### config.mk
export PLATFORM = sky130hd
export DESIGN_NAME = crossbar_rotation_scheduler
export DESIGN_NICKNAME = d
export VERILOG_FILES = /design/src/rtl/crossbar_rotation_scheduler.sv
export SDC_FILE = /design/constraint.sdc
export NUM_CORES = 1
export LEC_CHECK = 0
export ABC_AREA = 1
export CORE_MARGIN = 5
export CORE_UTILIZATION = 49
export DETAILED_ROUTE_END_ITERATION = 8
export PLACE_DENSITY = 0.91
export SYNTH_ARGS = -nofsm -noshare
export SYNTH_HDL_FRONTEND = slang
export SYNTH_SLANG_ARGS = --single-unit
### constraint.sdc
create_clock -name clk -period 4.04 [get_ports clk]
set_input_delay 0.808 -clock clk [delete_from_list [all_inputs] [get_ports clk]]
set_output_delay 0.808 -clock clk [all_outputs]
set_load 0.01 [all_outputs]
### src/rtl/crossbar_rotation_scheduler.sv
`default_nettype none
// ============================================================================
// Module   : crossbar_rotation_scheduler
// Purpose  : Round-robin scheduler for the shared word-rotating barrel shifter
//            of an NxN crossbar. Each cycle one rotation amount is selected.
//            Every input whose destination matches that rotation is accepted.
//            The captured bus and the shift amount are registered. A
//            one-slot-per-port output stage applies per-output backpressure.
// Revision : 1.0 - initial release
// ============================================================================
module crossbar_rotation_scheduler #(
    parameter int N       = 8,
    parameter int W       = 8,
    parameter int SHIFT_W = $clog2(N)
) (
    input  logic                   clk,
    input  logic                   rst_n,
    input  logic [N-1:0]           in_valid,
    input  logic [N*SHIFT_W-1:0]   in_dest,
    input  logic [N*W-1:0]         in_bus,
    output logic [N-1:0]           in_ready,
    output logic [N*W-1:0]         cap_bus,
    output logic [SHIFT_W-1:0]     sh_shift,
    output logic [N-1:0]           out_valid,
    input  logic [N-1:0]           out_ready
);

    // Reduce a value in [0, 2N) to [0, N). Every caller keeps its operand
    // inside that range, so a single conditional subtract is enough.
    function automatic int wrap_n(input int v);
        return (v >= N) ? (v - N) : v;
    endfunction

    // Inputs that would land on their own destination under rotation s.
    // Input i lands at output (i - s) mod N. The subtraction is done as
    // i + N - s so that it never underflows. A destination >= N (only
    // possible when N is not a power of two) can never equal a value < N,
    // so such an input simply never matches.
    function automatic logic [N-1:0] match_for(
        input int                     s,
        input logic [N-1:0]           vld,
        input logic [N*SHIFT_W-1:0]   dst
    );
        logic [N-1:0] m;
        m = '0;
        for (int i = 0; i < N; i++) begin
            m[i] = vld[i] && (dst[i*SHIFT_W +: SHIFT_W] == SHIFT_W'(wrap_n(i + N - s)));
        end
        return m;
    endfunction

    logic [SHIFT_W-1:0] ptr_q, ptr_d;
    logic [SHIFT_W-1:0] sh_shift_q, sh_shift_d;
    logic [N*W-1:0]     cap_bus_q, cap_bus_d;
    logic [N-1:0]       out_valid_q, out_valid_d;

    logic               stage_free;
    logic               found;
    logic [SHIFT_W-1:0] sel;
    logic [N-1:0]       sel_match;
    logic [N-1:0]       cand_match;
    logic [N-1:0]       grant;
    logic               accept;
    logic [2*N-1:0]     grant_rot;

    // The output stage may take a new decision when every slot is empty or
    // is being consumed in this same cycle.
    assign stage_free = &(~out_valid_q | out_ready);

    // Round-robin search: first rotation from ptr onward with any matching input.
    always_comb begin
        found      = 1'b0;
        sel        = '0;
        sel_match  = '0;
        cand_match = '0;
        for (int k = 0; k < N; k++) begin
            cand_match = match_for(wrap_n(int'(ptr_q) + k), in_valid, in_dest);
            if (!found && (cand_match != '0)) begin
                found     = 1'b1;
                sel       = SHIFT_W'(wrap_n(int'(ptr_q) + k));
                sel_match = cand_match;
            end
        end
    end

    // Grants are withheld while reset is asserted and while the stage is busy.
    assign grant    = (rst_n && stage_free) ? sel_match : '0;
    assign accept   = |grant;
    assign in_ready = grant;

    // Output slot j is filled by input (j + sel) mod N. Rotating the grant
    // vector right by sel through a doubled copy yields that mapping directly.
    assign grant_rot = {grant, grant} >> sel;

    // Next state: load a new decision on accept, otherwise drain individual slots.
    always_comb begin
        ptr_d       = ptr_q;
        sh_shift_d  = sh_shift_q;
        cap_bus_d   = cap_bus_q;
        out_valid_d = out_valid_q & ~out_ready;
        if (accept) begin
            ptr_d       = SHIFT_W'(wrap_n(int'(sel) + 1));
            sh_shift_d  = sel;
            cap_bus_d   = in_bus;
            out_valid_d = grant_rot[N-1:0];
        end
    end

    // State registers; reset drops any pending output words immediately.
    always_ff @(posedge clk or negedge rst_n) begin
        if (!rst_n) begin
            ptr_q       <= '0;
            sh_shift_q  <= '0;
            cap_bus_q   <= '0;
            out_valid_q <= '0;
        end else begin
            ptr_q       <= ptr_d;
            sh_shift_q  <= sh_shift_d;
            cap_bus_q   <= cap_bus_d;
            out_valid_q <= out_valid_d;
        end
    end

    assign cap_bus   = cap_bus_q;
    assign sh_shift  = sh_shift_q;
    assign out_valid = out_valid_q;

endmodule
`default_nettype wire
==> flow_summary.ini <==
[detailed_routing]
drt_wl_total_um = 35200
vias = 9636
avgViaCountPerCell = 6.01
firstDrtPassIters = 6
first_iter_violations = 1638
post_drt_wl_per_cell_um = 21.9
drc = 0
antenna_left = 0

[global_routing]
grt_pass1_wl_um = 44300
overflow = 0
grt_pass1_vias = 8436
antenna_found_initial = 3
grtUsageTotal = 0.355
grt_max_degree = 79

[synth]
synth_seq_cells = 78
synth_edf_count = 0
synthFlopType = dfrtp_1
synth_top_area_frac = 0.300
yosysUniqueCellTypes = 38
syn_inst = 1046
ys_async_sr_fraction = 1.00
syn_nets = 1157
ys_top_cells_by_count = nand2_1, nand3_1, nor2_1
synth_most_common_cell = nand2_1
ys_top_cells_by_area = dfrtp_1, nand2_1, nand3_1
synth_top_cell_by_area = dfrtp_1
yosysSeqAreaShare = 0.300
avgSynthCellArea_um2 = 6.22
syn_area_um2 = 6510
yosysWarnings = 0

[finish]
drive_gt1_frac = 0.307
nets = 1532
area_growth_pct = 71.5
fillers = 673

[worst_setup_path]
crit_fanout = 6
crit_path_end_kind = primary output
required_ns = 3.23
cp-start-kind = register
crit_arrival_ns = 3.49
worstSetupPathType = reg -> out

[sta]
tightest_slew_ns = 1.05
slew_headroom = 0.301
skew_ns = 0.0105
finalHoldViolCount = 0
drv_slew = 0
finalSetupViolCount = 19
clock.fmax_mhz = 233
fin_crit_ns = 4.30
rsz0062_at_grt = yes
setup_ws_ns = -0.259
fin_crit_sh = 1.06

[placed_design]
hpwl_um = 21100
numPortBuffers = 188
gp_congestion = 1.03
place_ws_ns = -0.556

[floorplanning]
die_area_um2 = 15700
rows = 42
start_util = 0.495
core_um2 = 13100
die_w_um = 125
io_pins = 189
die_h_um = 125

[clock_network]
clk-insertion-delay-late_ns = 0.35
clk_pin_slew_ns = 0.07
cts_tree = yes
max-clock-path-buffers = 2
cts_root_buf = clkbuf_16
cts.sinks = 78
cts_buffers = 9
htreeDepth = 3

[run]
maxCapViolations = 0

[status]
status = finished with violations
violations = negative setup slack

[min_path]
hp-class = reg -> reg
==> flip-flops by register name, indices dropped and copies added, names as in the netlist <==
register	count
cap_bus	64
out_valid	8
ptr_q	3
sh_shift	3
==> cell families after synthesis <==
kind of cell,share of synthesized area
buffers and inverters,0.0904
AO/OA/AOI/OAI,0.0260
adder cells (fa/ha/maj),0.00961
flip-flops,0.300
XOR/XNOR,0.0242
AND/OR/NAND/NOR,0.550
==> worst max-delay path: stages, from the launching register on <==
cell and delay [ns]:
dfrtp_1 0.39, inv_2 0.09, ha_4 0.35, inv_4 0.07, buf_6 0.12, nand2_4 0.07
nand2_4 0.07, nand2_2 0.07, nand2_2 0.06, buf_4 0.14, nand3b_1 0.16, nand2_1 0.07
nor2_1 0.10, nand2_1 0.12, nor2_4 0.16, buf_6 0.13, nand3_1 0.23, nand3_2 0.20
nor2_2 0.05, nand3_1 0.08, nand2_1 0.08, nand2_2 0.08, nand2_2 0.09, inv_2 0.07
buf_6 0.09
==> layout by cell type, fill, tap and decap left out, types with 4 or more instances in the layout <==
master	netlist	layout
clkbuf_16	0	15
clkdlybuf4s50_1	0	161
buf_6	8	27
inv_2	13	18
inv_1	83	75
dlymetal6s2s_1	0	9
xnor2_2	0	4
nor2_1	87	59
nor2_2	5	26
buf_12	1	7
nand2_4	13	21
buf_4	4	167
o21ai_0	8	6
a21oi_4	0	5
nand2_1	479	435
nand3_1	123	102
nand2_2	28	63
nor3_1	10	9
nand3b_1	5	5
nand3_2	8	28
xor2_1	10	7
dfrtp_1	78	77
nor2_4	6	13
dlygate4sd2_1	0	9
xnor2_1	8	4
nand4_1	12	12
inv_4	1	4
a21oi_1	11	5
==> metal layers <==
| metal | vias up | part of all wire | global-route usage |
|---|---|---|---|
| met1 | 4339 | 0.33 | 0.417 |
| met5 | - | 0 | 0 |
| met2 | 930 | 0.45 | 0.587 |
| met4 | 0 | 0.093 | 0.191 |
| met3 | 335 | 0.12 | 0.104 |
| li1 | 4032 | - | - |
==> path summary, 6_finish.rpt <==
kind	endpoint	slack, ns	start	depth (start not counted)
setup / recovery	in_ready[5]	-0.26	ptr_q[0]	24
hold / removal	cap_bus[54]	0.47	cap_bus[54]	2
setup reg to reg	cap_bus[37]	-0.10	ptr_q[0]	27
min in group asynchronous	out_valid[7]	0.70	rst_n	2
max in group asynchronous	ptr_q[2]	2.58	rst_n	2
hold reg to reg	cap_bus[54]	0.47	cap_bus[54]	2
==> cell type report <==
cell class	count	area, µm²	share of cell area
multi-input cells	842	4510	0.404
repair buffers	390	3750	0.336
flip-flops and latches	78	1950	0.175
inverters	99	395	0.0354
clock buffers	11	233	0.0209
well taps	176	220	0.0197
clock inverters	5	83.8	0.00751
repair inverters	1	8.76	0.000785
diodes	2	5.00	0.000448
==> timing repair <==
item / CTS / global route
cloned: 1 / 10
hold buffers: 0 / 0
endpoints found under the setup margin: 8 / 86
pin swaps: 28 / 62
setup buffers: 28 / 20
hold endpoints to repair: 0 / 0
resized for setup: 108 / 142
==> through the flow <==
stage | instance area [µm²] | setup TNS, ns | util | instances | hold WS, ns
floorplan | 6510 | 0 | - | 1046 | 0.506
global placement | 9580 | -3.67 | 0.729 | 1532 | 0.451
detailed placement | 9580 | -7.04 | 0.729 | 1532 | 0.458
CTS | 10300 | 0 | 0.785 | 1577 | 0.473
global route | 11200 | -8.54 | 0.849 | 1604 | 0.497
finish | 11200 | -1.21 | 0.849 | 1604 | 0.471
Power is not shown: default switching activity piles up to over one toggle a cycle in this logic, so the estimate is an artifact.
==> RTL change, RTL diff (same flow settings) <==
The parameter `N` goes from 8 to 16.
--- a/src/rtl/crossbar_rotation_scheduler.sv
+++ b/src/rtl/crossbar_rotation_scheduler.sv
@@ -10,5 +10,5 @@
 // ============================================================================
 module crossbar_rotation_scheduler #(
-    parameter int N       = 8,
+    parameter int N       = 16,
     parameter int W       = 8,
     parameter int SHIFT_W = $clog2(N)
Interface: changed (8 resized); port bits go from 189 to 390. No check against the original RTL was run, so the function may have changed too.
==> RTL change against the original RTL <==
The flow now stops in global routing (5_1_grt); area after synthesis grew to 2.8 times the old value.
==> RTL change: results (changes against the original RTL) <==
| Metric | Value |
|---|---|
| Placement Cell Area | 0.02829 sq mm (+200%) |
| FFs w/ async S/R, synth | 100.0% (unchanged) |
| GRT Total Usage | between 70 and 80% |
| YS warnings | 0 (unchanged) |
| DP Cell Count | 4844 (+220%) |
| Die X | 203.4 um (+62%) |
| Status | did not finish |
| Yosys cell types | 53 (+39%) |
| Main synth FF type | dfrtp_1 |
| CTS Buffer Depth | 2 (unchanged) |
| Failed at | global routing (5_1_grt) |
| Total CTS buffers | 17 (+8) |
| First-pass GRT wire length | 231900 um |
| H-tree depth | 4 (+1) |
| Vias in the first global route | 36330 |
| Tool error | [ERROR GRT-0116] Global routing finished with congestion. Check the congestion regions in the DRC Viewer. |
| Largest net degree at the start of global routing | 84 |
| Area contributors post-synth | nand2_1 32%, dfrtp_1 21%, nand3_1 9.9%, inv_1 6.5%, nor2_1 5.9% |
| CTS root buf | clkbuf_16 |
| Syn nets | 3590 (+210%) |
| Port Buffers | 389 (+110%) |
| Dpl ws | -1814 ps (-1258 ps) |
| Most frequent cells after synthesis | 1576 x nand2_1, 361 x nand3_1, 316 x inv_1 |
| GRT overflow | 148 |
| Gpl congestion | 1.371 (+34%) |
| Clock sinks | 152 (+95%) |
| Sequential element share of the synthesized area | 20.76% (-9.2 points) |
| Post-DP HPWL | 87140 um (+310%) |
| Mapped Avg Cell Area | 5.490 sq um (-12%) |
==> RTL change: cell count changes after synthesis, sizes merged, moves of 22 or more <==
cell,unedited run,this run
nand2,520,1590
nand3,133,365
inv,97,327
nor2,101,300
xor2,10,118
dfrtp,78,152
nand4,14,86
buf,20,82
nor3,10,44
a21oi,13,44
o21ai,11,42
xnor2,8,38
clkbuf,7,36
ha,5,27
==> RTL change: timing repair <==
item                       CTS
gates resized for setup    302
setup buffers               60
gates cloned                 4
pin swaps                   62
setup endpoints to repair  168
hold buffers                 0
==> RTL change: metal layers <==
| layer | track usage (%) | GRT overflow |
|---|---|---|
| met1 | 71.07 | 3 |
| met2 | 87.41 | 73 |
| met3 | 67.56 | 4 |
| met4 | 71.81 | 68 |
| met5 | 47.86 | 0 |
==> RTL change: kinds of logic after synthesis <==
logic type / share of synthesized area, %
AO/OA/AOI/OAI: 3.073
adder cells (fa/ha/maj): 1.844
buffers and inverters: 10.61
flip-flops: 20.76
XOR/XNOR: 7.498
AND/OR/NAND/NOR: 56.22
